$ cat src/rtl/divisor_pkg.sv
// Shared definitions for the sequential restoring divider: FSM states,
// counter width and the error quotient pattern.
package divisor_pkg;

    typedef enum logic [0:0] {
        ST_IDLE = 1'b0,
        ST_CALC = 1'b1
    } state_t;

    localparam int unsigned DIV_N     = 16;
    localparam int unsigned DIV_CNT_W = $clog2(DIV_N + 1);
    localparam logic [DIV_N-1:0] QUOT_ERR = {DIV_N{1'b1}};

    function automatic int unsigned cnt_width(input int unsigned n);
        return $clog2(n + 1);
    endfunction

endpackage

$ cat src/rtl/divisor_datapath.sv
// A/Q/D registers, N+1-bit trial subtractor with restore mux and error compares.
// DIVISOR_SIGNED_EN adds magnitude/sign handling around the unsigned core.
module divisor_datapath
    import divisor_pkg::*;
#(
    parameter int unsigned N = DIV_N
) (
    input  logic           clk,
    input  logic           rst_n,
    input  logic           load_s,
    input  logic           step_s,
    input  logic [2*N-1:0] dividend,
    input  logic [N-1:0]   divisor,
    output logic           div_zero_s,
    output logic           ovf_start_s,
    output logic [N-1:0]   fin_quot_s,
    output logic [N-1:0]   fin_rem_s,
    output logic           fin_ovf_s
);

    logic [N-1:0]   a_r;
    logic [N-1:0]   q_r;
    logic [N-1:0]   d_r;
    logic [2*N-1:0] dd_mag_s;
    logic [N-1:0]   dv_mag_s;
    logic [N:0]     ca_s;
    logic [N:0]     trial_s;
    logic [N-1:0]   a_nxt_s;
    logic [N-1:0]   q_nxt_s;

`ifdef DIVISOR_SIGNED_EN
    logic sdd_r;
    logic sdv_r;
    logic sgn_diff_s;

    assign dd_mag_s   = dividend[2*N-1] ? (-dividend) : dividend;
    assign dv_mag_s   = divisor[N-1] ? (-divisor) : divisor;
    assign sgn_diff_s = sdd_r ^ sdv_r;

    // Sign correction applied on the final write; a negative quotient may reach -2^(N-1)
    always_comb begin
        fin_quot_s = q_nxt_s;
        fin_rem_s  = a_nxt_s;
        fin_ovf_s  = 1'b0;
        if (sgn_diff_s) begin
            fin_quot_s = -q_nxt_s;
            fin_ovf_s  = (q_nxt_s > {1'b1, {(N-1){1'b0}}});
        end else begin
            fin_ovf_s  = q_nxt_s[N-1];
        end
        if (sdd_r) begin
            fin_rem_s = -a_nxt_s;
        end else begin
            fin_rem_s = a_nxt_s;
        end
    end

    // Operand signs captured on the start edge
    always_ff @(posedge clk or negedge rst_n) begin
        if (!rst_n) begin
            sdd_r <= 1'b0;
            sdv_r <= 1'b0;
        end else if (load_s) begin
            sdd_r <= dividend[2*N-1];
            sdv_r <= divisor[N-1];
        end else begin
            sdd_r <= sdd_r;
            sdv_r <= sdv_r;
        end
    end
`else
    assign dd_mag_s   = dividend;
    assign dv_mag_s   = divisor;
    assign fin_quot_s = q_nxt_s;
    assign fin_rem_s  = a_nxt_s;
    assign fin_ovf_s  = 1'b0;
`endif

    assign div_zero_s  = (divisor == {N{1'b0}});
    assign ovf_start_s = (dd_mag_s[2*N-1:N] >= dv_mag_s);

    // One restoring iteration: shift, trial subtract, keep result only if non-negative
    always_comb begin
        ca_s    = {a_r, q_r[N-1]};
        trial_s = ca_s - {1'b0, d_r};
        if (!trial_s[N]) begin
            a_nxt_s = trial_s[N-1:0];
            q_nxt_s = {q_r[N-2:0], 1'b1};
        end else begin
            a_nxt_s = ca_s[N-1:0];
            q_nxt_s = {q_r[N-2:0], 1'b0};
        end
    end

    // Partial remainder, quotient shift register and divisor
    always_ff @(posedge clk or negedge rst_n) begin
        if (!rst_n) begin
            a_r <= {N{1'b0}};
            q_r <= {N{1'b0}};
            d_r <= {N{1'b0}};
        end else if (load_s) begin
            a_r <= dd_mag_s[2*N-1:N];
            q_r <= dd_mag_s[N-1:0];
            d_r <= dv_mag_s;
        end else if (step_s) begin
            a_r <= a_nxt_s;
            q_r <= q_nxt_s;
            d_r <= d_r;
        end else begin
            a_r <= a_r;
            q_r <= q_r;
            d_r <= d_r;
        end
    end

endmodule

$ cat src/rtl/divisor_sequencial.sv
// Sequential restoring divider top: IDLE/CALC control FSM with registered results.
// Optional signed operation via macro DIVISOR_SIGNED_EN.
module divisor_sequencial
    import divisor_pkg::*;
#(
    parameter int unsigned N = DIV_N
) (
    input  logic           Clk,
    input  logic           Reset,
    input  logic           St,
    input  logic [2*N-1:0] Dividendo,
    input  logic [N-1:0]   Divisor,
    output logic [N-1:0]   Quociente,
    output logic [N-1:0]   Resto,
    output logic           Idle,
    output logic           Done,
    output logic           DivZero,
    output logic           Overflow
);

    localparam int unsigned CNT_W = (N == DIV_N) ? DIV_CNT_W : cnt_width(N);

    state_t           state_r;
    logic [CNT_W-1:0] cnt_r;
    logic             load_s;
    logic             step_s;
    logic             div_zero_s;
    logic             ovf_start_s;
    logic [N-1:0]     fin_quot_s;
    logic [N-1:0]     fin_rem_s;
    logic             fin_ovf_s;

    // Datapath strobes decoded from the current state
    always_comb begin
        load_s = 1'b0;
        step_s = 1'b0;
        if (state_r == ST_IDLE) begin
            load_s = St;
        end else begin
            step_s = 1'b1;
        end
    end

    divisor_datapath #(.N(N)) u_dp (
        .clk         (Clk),
        .rst_n       (Reset),
        .load_s      (load_s),
        .step_s      (step_s),
        .dividend    (Dividendo),
        .divisor     (Divisor),
        .div_zero_s  (div_zero_s),
        .ovf_start_s (ovf_start_s),
        .fin_quot_s  (fin_quot_s),
        .fin_rem_s   (fin_rem_s),
        .fin_ovf_s   (fin_ovf_s)
    );

    // Control FSM and result registers; error cases resolve on the start edge
    always_ff @(posedge Clk or negedge Reset) begin
        if (!Reset) begin
            state_r   <= ST_IDLE;
            cnt_r     <= {CNT_W{1'b0}};
            Quociente <= {N{1'b0}};
            Resto     <= {N{1'b0}};
            Idle      <= 1'b1;
            Done      <= 1'b0;
            DivZero   <= 1'b0;
            Overflow  <= 1'b0;
        end else begin
            case (state_r)
                ST_IDLE: begin
                    if (St) begin
                        cnt_r    <= {CNT_W{1'b0}};
                        Done     <= 1'b0;
                        DivZero  <= 1'b0;
                        Overflow <= 1'b0;
                        if (div_zero_s) begin
                            DivZero   <= 1'b1;
                            Done      <= 1'b1;
                            Quociente <= {N{1'b1}};
                            Resto     <= Dividendo[N-1:0];
                        end else if (ovf_start_s) begin
                            Overflow  <= 1'b1;
                            Done      <= 1'b1;
                            Quociente <= {N{1'b1}};
                            Resto     <= {N{1'b0}};
                        end else begin
                            state_r <= ST_CALC;
                            Idle    <= 1'b0;
                        end
                    end else begin
                        state_r <= ST_IDLE;
                    end
                end
                ST_CALC: begin
                    cnt_r <= cnt_r + CNT_W'(1);
                    if (cnt_r == CNT_W'(N - 1)) begin
                        state_r <= ST_IDLE;
                        Idle    <= 1'b1;
                        Done    <= 1'b1;
                        if (fin_ovf_s) begin
                            Overflow  <= 1'b1;
                            Quociente <= {N{1'b1}};
                            Resto     <= {N{1'b0}};
                        end else begin
                            Quociente <= fin_quot_s;
                            Resto     <= fin_rem_s;
                        end
                    end else begin
                        state_r <= ST_CALC;
                    end
                end
                default: begin
                    state_r <= ST_IDLE;
                    Idle    <= 1'b1;
                end
            endcase
        end
    end

endmodule

$ cat config.mk
export PLATFORM = sky130hd
export DESIGN_NAME = divisor_sequencial
export DESIGN_NICKNAME = d
export VERILOG_FILES = /design/src/rtl/divisor_pkg.sv /design/src/rtl/divisor_datapath.sv /design/src/rtl/divisor_sequencial.sv
export SDC_FILE = /design/constraint.sdc
export NUM_CORES = 1
export LEC_CHECK = 0
export ABC_AREA = 1
export CORE_UTILIZATION = 40
export CTS_CLUSTER_SIZE = 20
export DETAILED_ROUTE_END_ITERATION = 6
export GPL_TIMING_DRIVEN = 1
export PLACE_DENSITY = 0.66
export SYNTH_ARGS = -nofsm -noshare
export SYNTH_HDL_FRONTEND = slang
export SYNTH_SLANG_ARGS = --single-unit
export TNS_END_PERCENT = 5
$ cat constraint.sdc
create_clock -name Clk -period 5.8 [get_ports Clk]
set_input_delay 0.87 -clock Clk [delete_from_list [all_inputs] [get_ports Clk]]
set_output_delay 0.87 -clock Clk [all_outputs]
set_load 0.05 [all_outputs]
==> run_results.csv, run 1 <==
group,metric,value,unit
sta,tightest_slew,1.14,ns
sta,period_needed,3.28,ns
sta,fin_worst_skew,0.00710,ns
clock_network,ctsResizeCount,0,
worst_setup_path,cpPeakStageDelay,0.51,ns
yosys,synth_common_cells,"nand2_1, inv_1, dfrtp_1",
sta,rsz0062_at_grt,"no",
global_routing,overflow,0,
clock_network,clkTransAtPathRegs,0.07,ns
sta,setup_viol,0,
flow_run,drv_cap,0,
yosys,yosys.area.top_type_share,39.5,%
yosys,synth.distinct_cells,45,
yosys,synthArstFlopShare,100,%
routing,first_pass_iters,4,
clock_network,h-tree-depth,3,
worst_setup_path,startpoint_type,"primary input",
sta,worst_slack,2.52,ns
worst_setup_path,cp_cell_sequence,"clkdlybuf4s50_1 > inv_1 > ha_1 > nand2_1 > inv_1 > o21bai_1 > a21oi_1 > nor2_1 > nand3_1 > nand2_1 > buf_4 > nor2_1 > a21oi_2",
yosys,synth_ff_type,"dfrtp_1",
floorplan,start_util,40.8,%
floorplan,placementRows,43,
worst_setup_path,cp.required,6.08,ns
clock_network,post_cts_buffers,0,
place,placed_cell_area,6590,µm²
routing,drc_errors,0,
yosys,syn_nets,834,
sta,finalCritPeriodShare,56.5,%
yosys,yosysTopAreaCell,"dfrtp_1",
yosys,syn_area,5640,µm²
final_layout,diodes,0,
floorplan,dieArea,14600,µm²
clock_network,cts_buffer_depth,2,
routing,drt_iter0_drc,262,
routing,ant_nets,0,
global_routing,antenna_found_initial,0,
floorplan,die_h,121,µm
place,dp.final_hpwl,10900,µm
sta,whs,0.388,ns
yosys,synth_edf_count,0,
clock_network,cts_root_buffer,"clkbuf_16",
place,dpl_worst_slack,2.24,ns
routing,wire_per_inst,14.7,µm
clock_network,cts.sink_count,90,
global_routing,grt_max_degree,75,
place,port_buffers,86,
sta,max_freq,305,MHz
yosys,synth.most_common_cell,"nand2_1",
yosys,synth.yosys.seq_area_share,39.9,%
final_layout,final_cell_area,6880,µm²
sta,hold_violations,0,
final_layout,nets,910,
yosys,yosysWarnings,0,
floorplan,coreArea,13800,µm²
sta,slew_viol_final,0,
worst_setup_path,arrival,3.55,ns
floorplan,io_pins,87,
yosys,synth-seq-cells,90,
routing,via_per_inst,4.93,
sta,slew_headroom,24.3,%
worst_setup_path,r2r_end,"Resto[3]",
clock_network,worstSkewPairLatency,0.35,ns
min_path,hold_class,"primary input to asynchronous set/reset pin",
worst_setup_path,endpoint_kind,"register",
worst_setup_path,cp_max_fo,37,
global_routing,grt_pass1_vias,4827,
yosys,synth_cells,748,
final_layout,syn_to_final_growth,22.0,%
yosys,ys_top_cells_by_area,"dfrtp_1, nand2_1, inv_1",
worst_setup_path,crit_type,"primary input to register",
clock_network,cts_tree,"done",
status,status,"completed",
worst_setup_path,ff2ff_setup_slack,2.74,ns
worst_setup_path,crit_slowest_cell,"clkdlybuf4s50_1",
place,place_congestion,0.850,
floorplan,die_w,121,µm
global_routing,grt_usage,21.5,%
final_layout,drive_gt1_share,7.60,%
global_routing,grt_first_pass_wirelength,24500,µm
sta,setup-tns-final,0,ns
routing,vias,4979,
clock_network,hold_buffers,0,
final_layout,fillers,1350,
routing,routed_wl,14800,µm
clock_network,numCtsBuffers,9,
worst_setup_path,reg2regPathDepth,8,
worst_setup_path,rr_startpoint,"state_r",
yosys,syn_avg_cell_area,7.54,µm²
-- metal layers --
layer | vias to the layer above | track usage [%] | wire [µm]
li1 | 2522 | - | -
met4 | 0 | 7.56 | 357
met3 | 24 | 3.73 | 804
met1 | 2290 | 30.2 | 7060
met2 | 143 | 33.3 | 6590
met5 | - | 0 | 0
-- cell usage in the layout, fill, tap and decap left out, types with 3 or more instances in the layout --
| cell type | n |
|---|---|
| o22ai_1 | 16 |
| clkdlybuf4s50_1 | 85 |
| nand3_1 | 36 |
| nand2_2 | 11 |
| xnor2_1 | 3 |
| o21ai_0 | 35 |
| a21oi_1 | 35 |
| nand3b_1 | 5 |
| a21oi_2 | 9 |
| o211ai_1 | 9 |
| nor2_1 | 84 |
| ha_1 | 34 |
| xor2_1 | 4 |
| buf_4 | 5 |
| dfrtp_1 | 89 |
| and2_1 | 3 |
| nand4_1 | 8 |
| inv_1 | 121 |
| nand3_2 | 10 |
| nand2_1 | 185 |
| clkbuf_16 | 9 |
-- final cells by class --
type,count,area (µm²),area share [%]
inverter,124,465,6.76
multi-input combinational,509,2760,40.1
tap,180,225,3.27
sequential,90,2250,32.8
clock inverter,6,50.0,0.727
timing repair buffer,90,888,12.9
clock buffer,10,239,3.47
-- per-stage QoR --
step	instances	util [%]
3_3_place_gp	993	47.7
5_1_grt	1009	49.8
2_1_floorplan	748	-
6_report	1009	49.8
3_5_place_dp	993	47.7
4_1_cts	1009	49.8
-- cells by family after synthesis --
logic type	Yosys count	share of synthesized area, %
fa+ha+maj	35	7.90
xor+xnor	7	1.09
simple gates	352	27.6
flops	90	39.9
compound gates	115	12.3
buf+inv	149	11.2
-- state kept, by name, indices dropped and copies added (netlist names) --
signal,flops
u_dp.q_r,16
u_dp.a_r,16
Quociente,16
Resto,16
state_r,1
u_dp.d_r,16
Idle,1
Overflow,1
cnt_r,5
DivZero,1
Done,1
-- critical path: cells and delay by family --
kind            cells  cell delay [ns]
simple gates        5             0.98
fa+ha+maj           1             0.30
compound gates      3             0.34
buf+inv             4             1.05
-- worst max-delay path by stage --
stage	from	end	slack, ns	depth (start not counted)
2_1_floorplan	Divisor[11]	Quociente[2]	3.46	12
3_3_place_gp	Divisor[11]	Resto[5]	2.29	12
3_5_place_dp	Divisor[11]	Resto[1]	2.24	12
4_1_cts	Divisor[9]	Resto[3]	2.57	13
5_1_grt	Divisor[7]	Resto[3]	2.38	14
6_report	Divisor[9]	Resto[3]	2.52	13
Power of run 1 is left out: the tool's default activity adds up to more than one toggle a clock period on the data nets, which glitch-free logic cannot reach.
==> inputs of run 2 (changes only) <==
--- a/config.mk
+++ b/config.mk
@@ -10,7 +10,7 @@
 export CTS_CLUSTER_SIZE = 20
 export DETAILED_ROUTE_END_ITERATION = 6
 export GPL_TIMING_DRIVEN = 1
-export PLACE_DENSITY = 0.66
+export PLACE_DENSITY = 0.69
 export SYNTH_ARGS = -nofsm -noshare
 export SYNTH_HDL_FRONTEND = slang
 export SYNTH_SLANG_ARGS = --single-unit
==> constraint.sdc (replaced) <==
create_clock -name Clk -period 3 [get_ports Clk]
set_input_delay 0.45 -clock Clk [delete_from_list [all_inputs] [get_ports Clk]]
set_output_delay 0.45 -clock Clk [all_outputs]
set_load 0.05 [all_outputs]
==> run_results.csv, run 2 (synthesis gave the netlist of run 1 again) <==
group,metric,value,unit
sta,hold_violations,0,
final_layout,diodes,0,
flow_run,drv_cap,0,
clock_network,ctsResizeCount,0,
floorplan,placementRows,43,
routing,routed_wl,14700,µm
routing,wire_per_inst,14.4,µm
clock_network,cts_buffer_depth,2,
routing,drc_errors,0,
final_layout,final_util,50.5,%
clock_network,h-tree-depth,3,
clock_network,cts_tree,"done",
clock_network,cts.sink_count,90,
routing,via_per_inst,4.99,
floorplan,die_h,121,µm
place,port_buffers,86,
final_layout,drive_gt1_share,8.26,%
worst_setup_path,reg2regPathDepth,15,
clock_network,worstSkewPairLatency,0.35,ns
global_routing,grt_first_pass_wirelength,24000,µm
final_layout,syn_to_final_growth,23.9,%
floorplan,die_w,121,µm
worst_setup_path,cp_max_fo,10,
sta,setup_viol,0,
global_routing,grt_usage,21.3,%
clock_network,hold_buffers,0,
status,status,"completed",
sta,tightest_slew,0.612,ns
global_routing,overflow,0,
sta,finalCritPeriodShare,84.0,%
global_routing,grt_max_degree,63,
clock_network,post_cts_buffers,0,
routing,ant_nets,0,
min_path,hold_class,"primary input to asynchronous set/reset pin",
final_layout,final_cell_mix,"nand2_1, inv_1, dfrtp_1",
sta,max_freq,397,MHz
clock_network,numCtsBuffers,9,
worst_setup_path,arrival,2.73,ns
worst_setup_path,crit_type,"register to register",
worst_setup_path,endpoint_kind,"register",
sta,rsz0062_at_grt,"no",
sta,slew_viol_final,0,
place,dpl_worst_slack,0.154,ns
global_routing,antenna_found_initial,0,
sta,period_needed,2.52,ns
final_layout,layout_commonest_cell,"nand2_1",
sta,fin_worst_skew,0.0109,ns
clock_network,cts_root_buffer,"clkbuf_16",
floorplan,io_pins,87,
place,place_congestion,0.871,
floorplan,dieArea,14600,µm²
sta,worst_slack,0.481,ns
clock_network,clkTransAtPathRegs,0.07,ns
routing,vias,5063,
floorplan,coreArea,13800,µm²
floorplan,start_util,40.8,%
final_layout,nets,916,
routing,drt_iter0_drc,354,
place,dp.final_hpwl,11000,µm
sta,setup-tns-final,0,ns
routing,first_pass_iters,5,
global_routing,grt_pass1_vias,4850,
sta,slew_headroom,59.2,%
worst_setup_path,startpoint_type,"register",
worst_setup_path,cp.required,3.21,ns
## run 2: path summary, 6_finish.rpt
check / from / endpoint / slack (ns)
min reg2reg: Quociente[10] / Quociente[10] / 0.49
min in group Clk: Quociente[10] / Quociente[10] / 0.49
max reg2reg: u_dp.q_r[15] / u_dp.a_r[0] / 0.48
min: Reset / u_dp.d_r[10] / 0.08
max in group asynchronous: Reset / Resto[7] / 2.26
max: u_dp.q_r[15] / u_dp.a_r[0] / 0.48
## run 2: stage by stage
stage          hold slack (ns)  instances  cell area, µm²
2_1_floorplan            0.154        748            5640
3_3_place_gp             0.473        999            6660
3_5_place_dp             0.477        999            6660
4_1_cts                  0.112       1015            6990
5_1_grt                  0.131       1015            6990
6_report                0.0835       1015            6990
## run 2: metal layers
metal	vias up	wire, µm	track usage (%)	share of wire (%)
li1	2534	-	-	-
met1	2342	6900	29.6	47
met2	167	6610	33.4	45
met3	20	927	4.76	6.3
met4	0	210	5.25	1.4
met5	-	0	0	0
## run 2: area by class of cell
type | instances | area, µm²
clock buffer | 9 | 225
inverter | 124 | 465
timing repair buffer | 96 | 958
sequential | 90 | 2250
fill | 1353 | 6840
multi-input combinational | 509 | 2760
tap | 180 | 225
clock inverter | 7 | 103
## run 2: critical path, cell delays in order (launching register included)
cell and delay, ns:
dfrtp_1 0.37, inv_1 0.11, ha_1 0.17, inv_1 0.09, fa_1 0.42, nand2_1 0.10, nand2_1 0.11, nand3_2 0.10
nand2_2 0.09, nand2_2 0.11, nand2_2 0.07, nand2_4 0.11, buf_4 0.19, nand3_1 0.08, nand3_1 0.14, o211ai_1 0.10
Power of run 2 is left out for the same reason.
==> inputs of run 3 (changes only) <==
--- a/config.mk
+++ b/config.mk
@@ -10,7 +10,7 @@
 export CTS_CLUSTER_SIZE = 20
 export DETAILED_ROUTE_END_ITERATION = 6
 export GPL_TIMING_DRIVEN = 1
-export PLACE_DENSITY = 0.69
+export PLACE_DENSITY = 0.66
 export SYNTH_ARGS = -nofsm -noshare
 export SYNTH_HDL_FRONTEND = slang
 export SYNTH_SLANG_ARGS = --single-unit
==> constraint.sdc (replaced) <==
create_clock -name Clk -period 2.65 [get_ports Clk]
set_input_delay 0.3975 -clock Clk [delete_from_list [all_inputs] [get_ports Clk]]
set_output_delay 0.3975 -clock Clk [all_outputs]
set_load 0.05 [all_outputs]
==> run_results.csv, run 3 (synthesis gave the netlist of run 1 again) <==
group,metric,value,unit
final_layout,fillers,1362,
floorplan,io_pins,87,
clock_network,hold_buffers,0,
clock_network,cts_tree,"done",
sta,hold_violations,0,
sta,setup-tns-final,0,ns
worst_setup_path,reg2regPathDepth,15,
final_layout,final_cell_mix,"nand2_1, inv_1, dfrtp_1",
final_layout,nets,918,
global_routing,grt_usage,21.6,%
sta,period_needed,2.44,ns
place,place_congestion,0.887,
clock_network,clkTransAtPathRegs,0.07,ns
clock_network,numCtsBuffers,9,
final_layout,diodes,0,
place,dp.final_hpwl,11200,µm
worst_setup_path,startpoint,"u_dp.q_r[15]",
global_routing,grt_pass1_vias,4830,
global_routing,grt_max_degree,63,
routing,first_pass_iters,5,
routing,wire_per_inst,14.5,µm
worst_setup_path,startpoint_type,"register",
clock_network,cts_buffer_depth,2,
global_routing,grt_first_pass_wirelength,24300,µm
floorplan,placementRows,43,
floorplan,die_w,121,µm
clock_network,cts_root_buffer,"clkbuf_16",
final_layout,layout_commonest_cell,"nand2_1",
worst_setup_path,cp-endpoint,"u_dp.a_r[0]",
routing,ant_nets,0,
final_layout,drive_gt1_share,8.24,%
sta,slew_viol_final,0,
status,status,"completed",
worst_setup_path,endpoint_kind,"register",
clock_network,worstSkewPairLatency,0.35,ns
sta,tightest_slew,0.828,ns
worst_setup_path,crit_type,"register to register",
flow_run,drv_cap,0,
sta,fin_worst_skew,0.0105,ns
sta,max_freq,410,MHz
clock_network,post_cts_buffers,0,
clock_network,cts.sink_count,90,
sta,slew_headroom,44.7,%
floorplan,start_util,40.8,%
place,port_buffers,86,
final_layout,seq_area,2250,µm²
worst_setup_path,arrival,2.63,ns
worst_setup_path,ff2ff_setup_slack,0.21,ns
clock_network,h-tree-depth,3,
routing,via_per_inst,4.92,
floorplan,dieArea,14600,µm²
worst_setup_path,cp.required,2.85,ns
sta,setup_viol,0,
final_layout,syn_to_final_growth,23.1,%
sta,rsz0062_at_grt,"no",
routing,vias,5005,
routing,drt_iter0_drc,267,
worst_setup_path,r2r_end,"u_dp.a_r[0]",
floorplan,die_h,121,µm
global_routing,overflow,0,
floorplan,coreArea,13800,µm²
global_routing,antenna_found_initial,0,
routing,drc_errors,0,
min_path,hold_class,"primary input to asynchronous set/reset pin",
worst_setup_path,cp_max_fo,11,
worst_setup_path,rr_startpoint,"u_dp.q_r[15]",
final_layout,multi_input_area,2770,µm²
routing,routed_wl,14700,µm
sta,finalCritPeriodShare,92.0,%
==> run 3: changes by cell type in the layout (fill, tap and decap cells not counted), sizes merged <==
cell | before | now
buf | 11 | 13
clkbuf | 9 | 11
bufinv | 2 | 0
==> run 3: worst min path at each step <==
stage | to | from | slack (ns) | cells past startpoint
after floorplan | DivZero | Reset | 0.10 | 0
after global placement | u_dp.d_r[14] | Reset | 0.43 | 1
after detailed placement | u_dp.d_r[14] | Reset | 0.43 | 1
after CTS | u_dp.d_r[14] | Reset | 0.05 | 1
after global routing | u_dp.d_r[14] | Reset | 0.08 | 1
final | u_dp.d_r[14] | Reset | 0.04 | 1
==> run 3: repair_timing <==
item	in CTS	in global routing
endpoints found under the setup margin	0	1
hold endpoints to repair	0	0
resized for setup	0	1
==> run 3: cell type report <==
type	count	area share, %
Inverter	124	6.70
Tap cell	180	3.24
Timing Repair Buffer	98	13.8
Sequential cell	90	32.5
Multi-Input combinational cell	509	39.9
Clock buffer	11	3.35
Clock inverter	5	0.559
==> run 3: metrics by stage <==
step           worst slack, ns  instances  hold slack (ns)  utilization [%]  cell area, µm²
2_1_floorplan            0.561        748            0.102                -            5640
3_3_place_gp             0.139       1001            0.431             48.2            6660
3_5_place_dp            0.0463       1001            0.432             48.2            6660
4_1_cts                  0.148       1017           0.0547             50.2            6940
5_1_grt                 0.0379       1017           0.0848             50.2            6940
6_report                 0.211       1017           0.0378             50.2            6940
==> run 3: worst max-delay path: stages (launching register included) <==
cell      delay, ns
dfrtp_1        0.36
inv_1          0.09
ha_1           0.14
inv_1          0.08
fa_1           0.41
nand2_1        0.09
nand2_1        0.10
nand3_2        0.09
nand2_2        0.08
nand2_2        0.11
nand2_2        0.07
nand2_4        0.12
buf_4          0.20
nand3_1        0.08
nand3_1        0.13
o211ai_1       0.10
==> run 3: layer usage <==
layer	global-route usage [%]	wire, µm	up-vias
li1	-	-	2547
met1	29.3	7150	2316
met2	33.9	6510	116
met3	5.05	714	26
met4	7.02	347	0
met5	0	0	-
Power of run 3 is left out for the same reason.
